===== src/rtl/cpu_core_ctrl_pkg.sv =====
// cpu_core_ctrl_pkg: shared types and helpers for the per-core run/reset
// sequencer.
//   core_state_t : per-core sequencer state (OFF/HOLD/RUN/DRAIN)
//   core_out_t   : decoded (rb, halt, run) output bundle for one core
//   cnt_width()  : width of the shared hold/drain counter
//   decode_out() : state -> output bundle
package cpu_core_ctrl_pkg;

   typedef enum logic [1:0] {
      ST_OFF   = 2'd0,
      ST_HOLD  = 2'd1,
      ST_RUN   = 2'd2,
      ST_DRAIN = 2'd3
   } core_state_t;

   typedef struct packed {
      logic rb;
      logic halt;
      logic run;
   } core_out_t;

   // One counter serves both the reset hold and the drain timeout, so it is
   // sized for the larger of the two terminal counts.
   function automatic int cnt_width(input int hold, input int tmo);
      int m;
      m = (hold > tmo) ? hold : tmo;
      return $clog2(m + 1);
   endfunction

   function automatic core_out_t decode_out(input core_state_t st);
      core_out_t o;
      case (st)
         ST_OFF:   o = '{rb: 1'b0, halt: 1'b1, run: 1'b0};
         ST_HOLD:  o = '{rb: 1'b0, halt: 1'b0, run: 1'b0};
         ST_RUN:   o = '{rb: 1'b1, halt: 1'b0, run: 1'b1};
         ST_DRAIN: o = '{rb: 1'b1, halt: 1'b1, run: 1'b0};
         default:  o = '{rb: 1'b0, halt: 1'b1, run: 1'b0};
      endcase
      return o;
   endfunction

endpackage


===== src/rtl/cpu_core_seq.sv =====
// cpu_core_seq: run/reset sequencer for a single core.
//   clk, rst_n : clock, asynchronous active-low reset
//   en         : run enable for this core
//   idle       : core has no bus cycle in progress
//   core_rb    : active-low reset to the core
//   core_halt  : halt request (finish current bus cycle, start no new one)
//   core_run   : sequencer is in RUN
//   core_tmo   : sticky, last drain ended by timeout (cleared on HOLD entry)
// Outputs decode only from the state and tmo registers.
module cpu_core_seq
   import cpu_core_ctrl_pkg::*;
#(
   parameter int RST_HOLD = 16,
   parameter int TIMEOUT  = 255
) (
   input  logic clk,
   input  logic rst_n,
   input  logic en,
   input  logic idle,
   output logic core_rb,
   output logic core_halt,
   output logic core_run,
   output logic core_tmo
);

   localparam int CW = cnt_width(RST_HOLD, TIMEOUT);
   localparam logic [CW-1:0] HOLD_LAST = CW'(RST_HOLD - 1);
   localparam logic [CW-1:0] TMO_LAST  = CW'(TIMEOUT - 1);

   core_state_t   state_q, state_d;
   logic [CW-1:0] cnt_q, cnt_d;
   logic          tmo_q, tmo_d;
   core_out_t     outs;

   always_ff @(posedge clk or negedge rst_n) begin
      if (!rst_n) begin
         state_q <= ST_OFF;
         cnt_q   <= '0;
         tmo_q   <= 1'b0;
      end else begin
         state_q <= state_d;
         cnt_q   <= cnt_d;
         tmo_q   <= tmo_d;
      end
   end

   // The terminal compares always leave HOLD/DRAIN before the counter could
   // reach its maximum, so it never wraps.
   always_comb begin
      state_d = state_q;
      cnt_d   = cnt_q;
      tmo_d   = tmo_q;
      case (state_q)
         ST_OFF: begin
            if (en) begin
               state_d = ST_HOLD;
               cnt_d   = '0;
               tmo_d   = 1'b0;
            end
         end
         ST_HOLD: begin
            // Dropping enable wins over reaching the hold count.
            if (!en) begin
               state_d = ST_OFF;
            end else if (cnt_q == HOLD_LAST) begin
               state_d = ST_RUN;
            end else begin
               cnt_d = cnt_q + CW'(1);
            end
         end
         ST_RUN: begin
            if (!en) begin
               state_d = ST_DRAIN;
               cnt_d   = '0;
            end
         end
         ST_DRAIN: begin
            // Enable is ignored here: a drain always runs to OFF so the core
            // gets a clean reset before it is started again.
            if (idle) begin
               state_d = ST_OFF;
            end else if (cnt_q == TMO_LAST) begin
               state_d = ST_OFF;
               tmo_d   = 1'b1;
            end else begin
               cnt_d = cnt_q + CW'(1);
            end
         end
         default: begin
            state_d = ST_OFF;
            cnt_d   = '0;
         end
      endcase
   end

   assign outs      = decode_out(state_q);
   assign core_rb   = outs.rb;
   assign core_halt = outs.halt;
   assign core_run  = outs.run;
   assign core_tmo  = tmo_q;

endmodule


===== src/rtl/cpu_core_ctrl.sv =====
// cpu_core_ctrl: per-core run/reset sequencer driven by the CPU control word.
//   i_ck        : clock
//   i_rb        : asynchronous active-low reset
//   i_cpu_regs  : control word, bit n enables core n (bits >= N_CORES ignored)
//   i_core_idle : core n has no bus cycle in progress
//   o_core_rb   : per-core active-low reset
//   o_core_halt : per-core halt request
//   o_core_run  : core n is in RUN
//   o_core_tmo  : sticky, last drain of core n ended by timeout
module cpu_core_ctrl
   import cpu_core_ctrl_pkg::*;
#(
   parameter int N_CORES  = 2,
   parameter int RST_HOLD = 16,
   parameter int TIMEOUT  = 255
) (
   input  logic               i_ck,
   input  logic               i_rb,
   input  logic [31:0]        i_cpu_regs,
   input  logic [N_CORES-1:0] i_core_idle,
   output logic [N_CORES-1:0] o_core_rb,
   output logic [N_CORES-1:0] o_core_halt,
   output logic [N_CORES-1:0] o_core_run,
   output logic [N_CORES-1:0] o_core_tmo
);

   // Control bits above the core count have no consumer.
   logic unused_regs;
   assign unused_regs = ^i_cpu_regs;

   for (genvar g = 0; g < N_CORES; g++) begin : g_core
      cpu_core_seq #(
         .RST_HOLD (RST_HOLD),
         .TIMEOUT  (TIMEOUT)
      ) u_seq (
         .clk       (i_ck),
         .rst_n     (i_rb),
         .en        (i_cpu_regs[g]),
         .idle      (i_core_idle[g]),
         .core_rb   (o_core_rb[g]),
         .core_halt (o_core_halt[g]),
         .core_run  (o_core_run[g]),
         .core_tmo  (o_core_tmo[g])
      );
   end

endmodule


===== config.mk =====
export PLATFORM = sky130hd
export DESIGN_NAME = cpu_core_ctrl
export DESIGN_NICKNAME = d
export VERILOG_FILES = /design/src/rtl/cpu_core_ctrl_pkg.sv /design/src/rtl/cpu_core_seq.sv /design/src/rtl/cpu_core_ctrl.sv
export SDC_FILE = /design/constraint.sdc
export NUM_CORES = 1
export LEC_CHECK = 0
export CORE_MARGIN = 3
export CORE_UTILIZATION = 48
export DETAILED_ROUTE_END_ITERATION = 7
export PLACE_DENSITY = 0.84
export SLEW_MARGIN = 20
export SYNTH_ARGS = -nofsm -noshare
export SYNTH_HDL_FRONTEND = slang
export SYNTH_SLANG_ARGS = --single-unit

===== constraint.sdc =====
create_clock -name i_ck -period 2.31 [get_ports i_ck]
set_clock_uncertainty 0.05 [all_clocks]
set_input_delay 0.3465 -clock i_ck [delete_from_list [all_inputs] [get_ports i_ck]]
set_output_delay 0.3465 -clock i_ck [all_outputs]
set_load 0.01 [all_outputs]

* Word-level counts from Yosys, hierarchy flattened
Cells that the tools add are included.
** Word-level totals
- Flip-flop bits (word level) :: 22
- Output and inout bits :: 8
- Word-level logic and storage cells :: 84
- Input port bits :: 36
** Cells by class
- Reduce and logical (&&, ||, !) cells :: 10
- Multiplexer cells :: 38
- Equal/unequal tests :: 28
- Add/subtract/negate cells :: 2
** Operator list (count)
- $mux 8 :: 12
- $pmux 8 s4 :: 2
- $mux 2 :: 12
- $ne 2x2->1 const B :: 12
- $pmux 3 s4 :: 2
- $add 8x1->8 const B :: 2
- $eq 8x4->1 const B :: 2
- $eq 8x8->1 const B :: 2
- $pmux 2 s4 :: 2
- $reduce_and 4->1 :: 4
- $ne 3x2->1 const B :: 4
- $reduce_and 6->1 :: 2
- $eq 2x2->1 const B :: 4
- $mux 1 :: 6
- $eq 2x1->1 const B :: 2
- $logic_not 2->1 :: 2
- $ne 2x1->1 const B :: 2
- $pmux 1 s2 :: 2
- $reduce_bool 2->1 :: 2

* Logic depth before layout (Yosys ltp)
Gate-level depths: netlist of run 1.
- Depth after elaboration :: 4
- Depth in mapped cells :: 7
- Mapped depth without buffers :: 6

* Modules after synthesis
A second synthesis of run 1 with hierarchy kept.
** Unflattened totals
- Cell total of the unflattened synthesis :: 191
- Area total of the unflattened synthesis :: 1696.6 µm²
** By module, submodules not included
- cpu_core_seq at g_core[0].u_seq :: area each 860.8 µm², times used 1, sequential area each 275.3 µm², cells an instance 100
- cpu_core_seq at g_core[1].u_seq :: area each 835.8 µm², times used 1, sequential area each 275.3 µm², cells an instance 91

* Least setup slack after synthesis of run 1
Ideal clock, no wire load.
- Path type :: reg2reg
- Start point :: reg g_core[1].u_seq.cnt_q[1]
- End point :: reg g_core[1].u_seq.cnt_q[1]
- Required time :: 2.135 ns
- Setup slack :: 0.340 ns
- Clock period less this slack :: 1.970 ns
- Path buffers :: 1
- Data arrival time :: 1.796 ns
- Library setup time :: 0.125 ns
- Stages on the path, launching flop included :: 7
- Cells stage by stage :: dfrtp_1 ha_1 and4b_2 and3_2 clkbuf_1 a211oi_1 mux2_2
** Between the ends
- Longest elaborated chain between the ends :: 4
- Elaborated cells on any way between the ends :: 11
- Those cells by class :: add/sub: 1; eq/ne: 4; mux: 5; reduce/logical: 1
** RTL lines
- start: declaration :: RTL line cpu_core_seq.sv:31 : logic [CW-1:0] cnt_q, cnt_d;
- start signal: assignment :: RTL line cpu_core_seq.sv:42 : cnt_q <= cnt_d;
- $add 8x1->8 :: RTL line cpu_core_seq.sv:68, cpu_core_seq.sv:86
- $mux 8, on equally long branches :: RTL line cpu_core_seq.sv:82, cpu_core_seq.sv:65
- $mux 8, on equally long branches :: RTL line cpu_core_seq.sv:80, cpu_core_seq.sv:63
- $pmux 8 s4 :: RTL line cpu_core_seq.sv:53 : case (state_q)
Parallel ways exist; a longest one is shown, timed or not. The select of a mux whose other input is x is not followed.
A chain may end at the register's enable or synchronous reset.

==> out/metrics.yaml, run 1 <==
synth_compound_area_frac: 0.1983
area_delta_synth_final_pct: 10.65
hold_path.class: "primary input to asynchronous set/reset pin"
p_total_w: 0.001746
rsz0062_at_grt: "false"
muxShareOfSynthArea: 0.05170
avgSynthCellArea_um2: 8.910
final-setup-viol-count: 0
start_util: 0.5184
yosys-top-cells-count: "dfrtp_1, inv_1, nor2_1, ha_1"
worst_slack_ns: 0.1622
num_vias: 1380
final_core_util: 0.5736
synth_simple_gate_area_frac: 0.2222
status: "complete, no violations"
critPathCaptureType: "output pin"
synth_edf_count: 0
wl_per_cell_um: 13.44
clk_pin_slew_ns: 0.13
comb_power_share: 0.568
ys_warn_count: 0
period_share: 0.9298
cp.required_ns: 1.91
p_per_area_nw_per_um2: 973.2
cts-hold-fix-buffers: 0
ioPinCount: 44
clkPwrFrac: 0.123
hold_viol: 0
viasPerCell: 5.948
fillCellCount: 275
arrival_ns: 1.75
path_max_fanout: 8
numCtsBuffers: 3
post_synth_main_area_contributors: "dfrtp_1, ha_1, inv_1, buf_4, nor2_1"
routed_wl_um: 3118
synth_seq_area_share: 0.3395
dieHeight_um: 64.12
syn-cell-area_um2: 1622
switching_share: 0.4229
cts_tree: "done"
synth_top_cell_by_area: "dfrtp_1"
grt_use_total: 0.1662
synthArstFlopShare: 1.000
cts_max_path_buffers: 2
grt_antenna_before_repair: 0
drtIter0Drc: 127
synth_cell_types: 49
slew_viol_final: 0
r2r_slack_ns: 0.26
clock-sinks: 22
cts-root-buf: "clkbuf_4"
grt_pass1_wl_um: 5568
p_leak_nw: 0.7838
synth-seq-cells: 22
place_congestion: 0.8228
crit_path_start_kind: "flip-flop"
n_antenna_cell: 0
maxCapViolCount: 0
vdd_ir_drop_max_mv: 0.3908
synth.most_common_cell: "dfrtp_1"
path_class: "flip-flop to output pin"
yosysTopAreaCellShare: 0.3395
synth_top_family_by_area: "simple AND/OR/NAND/NOR gates"
cts_max_level: 1
remaining_drc_errors: 0
synth-adder-area-share: 0.09259
fin_nets: 237
die-area_um2: 4111
ant_nets: 0
synth_ff_type: "dfrtp_1"
drive_gt1_frac: 0.1064
grt_max_degree: 23
fin_tns_setup_ns: 0
max_clock_freq_ghz: 0.4656
grt.overflow.total: 0
period_minus_slack_ns: 2.148
row_count: 20
coreArea_um2: 3128
p_int_w: 0.001008
layoutNonFillerInstCount: 232
syn-num-nets: 230
io_buffers: 13
seq_power_share: 0.309
worst_pin_slew_ns: 0.5168
pre_cts_slack_ns: 0.1129
syn_inst: 182
dp.cells: 228
dp_hpwl_um: 2260
drtPass1Iterations: 4
max_slew_margin: 0.6542
synth-xor-area-share: 0
die_w_um: 64.12
p_sw_w: 0.0007385
grt_pass1_vias: 1288
worstSkewPairLatency_ns: 0.31
[kinds of logic (layout without fill, tap and decap cells)]
kind of cell             after synthesis  after routing
AND/OR/NAND/NOR                       65             65
multiplexers                           8              8
adder cells (fa/ha/maj)               12             12
buffers and inverters                 31             37
flip-flops                            22             22
AO/OA/AOI/OAI                         44             44
[power by group through the flow]
stage / logic, W / registers [W] / clock network (W)
3_3_place_gp: 0.000957 / 0.000533 / 0
5_1_grt: 0.00112 / 0.000550 / 0.000246
4_1_cts: 0.000978 / 0.000533 / 0.000221
3_5_place_dp: 0.000969 / 0.000540 / 0
2_1_floorplan: 0.000777 / 0.000518 / 0
6_report: 0.000992 / 0.000539 / 0.000215
[cells in the final DEF, fill, tap and decap left out, types with 3 or more instances in the layout]
master,instances
inv_1,17
o21ai_0,3
a21oi_1,9
a2111oi_0,6
clkbuf_4,3
o2bb2ai_1,4
o22ai_1,6
and2_1,4
nor2_1,14
clkdlybuf4s50_1,12
and3_1,3
buf_4,3
dfrtp_1,22
mux2_2,3
ha_1,9
mux2i_1,5
nand4_1,8
nand2_1,9
nor3_1,3
a31oi_1,4
nand3_1,7
[flip-flops by register name (all words and copies together), names as in the netlist, named ones only]
register and cells:
g_core.u_seq.state_q 2, g_core.u_seq.cnt_q 16, g_core.u_seq.core_tmo 2
[final timing paths]
check,startpoint,endpoint,cells after the start
max in group asynchronous,i_rb,g_core[1].u_seq.cnt_q[4],2
min in group i_ck,g_core[1].u_seq.core_tmo,g_core[1].u_seq.core_tmo,2
max,flip-flop,o_core_rb[0],4
min reg2reg,g_core[1].u_seq.core_tmo,g_core[1].u_seq.core_tmo,2
max reg2reg,g_core[1].u_seq.cnt_q[1],g_core[1].u_seq.cnt_q[1],5
min,i_rb,g_core[1].u_seq.cnt_q[3],2
[area by class of cell]
| class | count | area (µm²) | area share |
|---|---|---|---|
| tap | 44 | 55.05 | 0.03068 |
| multi-input combinational | 129 | 933.4 | 0.5202 |
| inverter | 17 | 63.81 | 0.03556 |
| sequential | 22 | 550.5 | 0.3068 |
| clock buffer | 4 | 36.28 | 0.02022 |
| timing repair buffer | 16 | 155.1 | 0.08647 |
[through the flow]
step	cell area [µm²]	hold WS, ns
2_1_floorplan	1622	0.0009089
3_3_place_gp	1738	0.4749
5_1_grt	1794	0.3206
4_1_cts	1774	0.3171
3_5_place_dp	1738	0.4818
6_report	1794	0.3137
[what timing repair did]
action / CTS / global route
setup endpoints to repair: 0 / 2
gates resized for setup: 0 / 5
buffers inserted: 0 / 0
hold endpoints to repair: 0 / 0
[per-layer routing]
metal	vias to the layer above	part of all wire	GRT usage	wire, µm
li1	687	-	-	-
met1	649	0.49	0.2395	1522
met2	40	0.46	0.2516	1423
met3	4	0.044	0.01582	138
met4	0	0.011	0.07388	33
met5	-	0	0	0
[worst max-delay path, cell delays in order (launching register included)]
cell and delay, ns:
dfrtp_1 0.46, ha_2 0.31, nor2_1 0.07, nor2_1 0.08, clkdlybuf4s50_1 0.53
No activity file was read; power rests on OpenSTA's default activity.
==> inputs of run 2 (changes only) <==
--- a/config.mk
+++ b/config.mk
@@ -9,6 +9,7 @@
 export CORE_UTILIZATION = 48
 export DETAILED_ROUTE_END_ITERATION = 7
 export PLACE_DENSITY = 0.84
+export SKIP_LAST_GASP = 1
 export SLEW_MARGIN = 20
 export SYNTH_ARGS = -nofsm -noshare
 export SYNTH_HDL_FRONTEND = slang
==> results of run 2 <==
Final layout, timing and power as in run 1 (identical DEF).
==> inputs of run 3 (changes only) <==
--- a/config.mk
+++ b/config.mk
@@ -8,7 +8,7 @@
 export CORE_MARGIN = 3
 export CORE_UTILIZATION = 48
 export DETAILED_ROUTE_END_ITERATION = 7
-export PLACE_DENSITY = 0.84
+export PLACE_DENSITY = 0.8
 export SKIP_LAST_GASP = 1
 export SLEW_MARGIN = 20
 export SYNTH_ARGS = -nofsm -noshare
==> run 3 against run 2 <==
Critical path type unchanged. Highest routed layer unchanged. Count of clock-buffer cells in the layout down 1. Final cell count up 0.43%. Setup slack worse by 0.025 ns. Global-route usage up 1.6 points. Utilization down 0.20 points.
==> out/metrics.yaml, run 3 (same netlist as run 1, synthesis figures left out) <==
status: "complete, no violations"
slowest_delay_ns: 0.53
routed_wl_um: 3717
coreArea_um2: 3128
wl_per_cell_um: 15.95
grt.overflow.total: 0
grt_pass1_wl_um: 6147
crit_path_frequent_cell: "nor2_1"
row_count: 20
area_delta_synth_final_pct: 10.26
fin_tns_setup_ns: 0
grt_pass1_vias: 1388
dp_hpwl_um: 2551
hold_viol: 0
p_leak_nw: 0.7835
crit_path_start_kind: "flip-flop"
cts-hold-fix-buffers: 0
start_util: 0.5184
final_common_cell: "dfrtp_1"
cp_slowest_cell: "clkdlybuf4s50_1"
hold_path.class: "primary input to asynchronous set/reset pin"
slew_viol_final: 0
largest_reg_flops: 16
cp.required_ns: 1.91
grt_max_degree: 23
clk_pin_slew_ns: 0.13
remaining_drc_errors: 0
num_vias: 1469
worst_pin_slew_ns: 0.4665
cts_max_path_buffers: 2
die_w_um: 64.12
viasPerCell: 6.305
die-area_um2: 4111
drtPass1Iterations: 4
n_antenna_cell: 0
rsz0062_at_grt: "false"
grt_use_total: 0.1824
io_buffers: 13
clock-sinks: 22
drtIter0Drc: 79
ant_nets: 0
fin_nets: 239
ff_latch_area_um2: 550.5
dieHeight_um: 64.12
path_class: "flip-flop to output pin"
max_clock_freq_ghz: 0.4602
p_per_area_nw_per_um2: 981.5
fillCellCount: 267
arrival_ns: 1.78
cts_tree: "done"
place_congestion: 0.8692
final-setup-viol-count: 0
cts_max_level: 1
max_slew_margin: 0.6810
critPathCaptureType: "output pin"
path_cells: "inv_2 -> ha_2 -> nor2_1 -> nor2_1 -> clkdlybuf4s50_1"
fin_hold_ws_ns: 0.3239
largest-register: "g_core.u_seq.cnt_q"
maxCapViolCount: 0
vdd_ir_drop_max_mv: 0.3196
cts-root-buf: "clkbuf_4"
grt_antenna_before_repair: 0
multiInputGateArea_um2: 925.9
period_share: 0.9406
ioPinCount: 44
numCtsBuffers: 3
worstSkewPairLatency_ns: 0.31
layout_common_cells: "dfrtp_1, inv_1, nor2_1"
period_minus_slack_ns: 2.173
drive_gt1_frac: 0.1217
path_max_fanout: 5
[run 3: routing by layer]
layer,GRT usage,vias to the layer above,routed length (µm)
li1,-,691,-
met1,0.2403,711,1560
met2,0.3006,58,1854
met3,0.02812,9,234
met4,0.06860,0,68
met5,0,-,0
[run 3: critical path, delay by kind of cell, from the launching register on]
family | cells | cell delay (ns)
fa+ha+maj | 1 | 0.24
buf+inv | 2 | 0.64
flops | 1 | 0.45
simple gates | 2 | 0.13
[run 3: final cells by class]
class / instances / share of cell area
well taps: 44 / 0.03079
clock buffers: 3 / 0.01260
inverters: 17 / 0.03569
flip-flops and latches: 22 / 0.3079
repair buffers: 18 / 0.09517
multi-input cells: 129 / 0.5178
[run 3: power breakdown]
| part | switching (W) | internal (W) | leakage, nW |
|---|---|---|---|
| registers | 0.0000826 | 0.000454 | 0.297 |
| logic | 0.000571 | 0.000462 | 0.473 |
| clock network | 0.000123 | 0.0000610 | 0.0138 |
| total | 0.000777 | 0.000978 | 0.784 |
[run 3: final timing paths]
check / end / from / cells past startpoint / slack [ns]
max in group asynchronous: g_core[0].u_seq.cnt_q[7] / i_rb / 2 / 1.65
setup reg to reg: g_core[1].u_seq.cnt_q[1] / g_core[1].u_seq.state_q[0] / 5 / 0.24
hold / removal: g_core[1].u_seq.core_tmo / i_rb / 2 / 0.32
hold reg to reg: g_core[0].u_seq.core_tmo / g_core[0].u_seq.core_tmo / 2 / 0.52
min in group i_ck: g_core[0].u_seq.core_tmo / g_core[0].u_seq.core_tmo / 2 / 0.52
setup / recovery: o_core_rb[0] / g_core[0].u_seq.state_q[0] / 5 / 0.14
[run 3: per-stage QoR]
step / std cells / util / worst slack, ns / power [W] / instance area, µm²
after CTS: 232 / 0.5652 / 0.001373 / 0.001707 / 1768
after global routing: 233 / 0.5716 / 0.01801 / 0.001899 / 1788
after floorplan: 182 / - / 0.3395 / 0.001296 / 1622
final: 233 / 0.5716 / 0.1371 / 0.001755 / 1788
after global placement: 229 / 0.5580 / 0.2130 / 0.001463 / 1745
after detailed placement: 229 / 0.5580 / 0.1778 / 0.001524 / 1745
[run 3: timing repair]
item / CTS / global route
setup buffers: 0 / 1
gates resized for setup: 0 / 6
endpoints found under the setup margin: 0 / 3
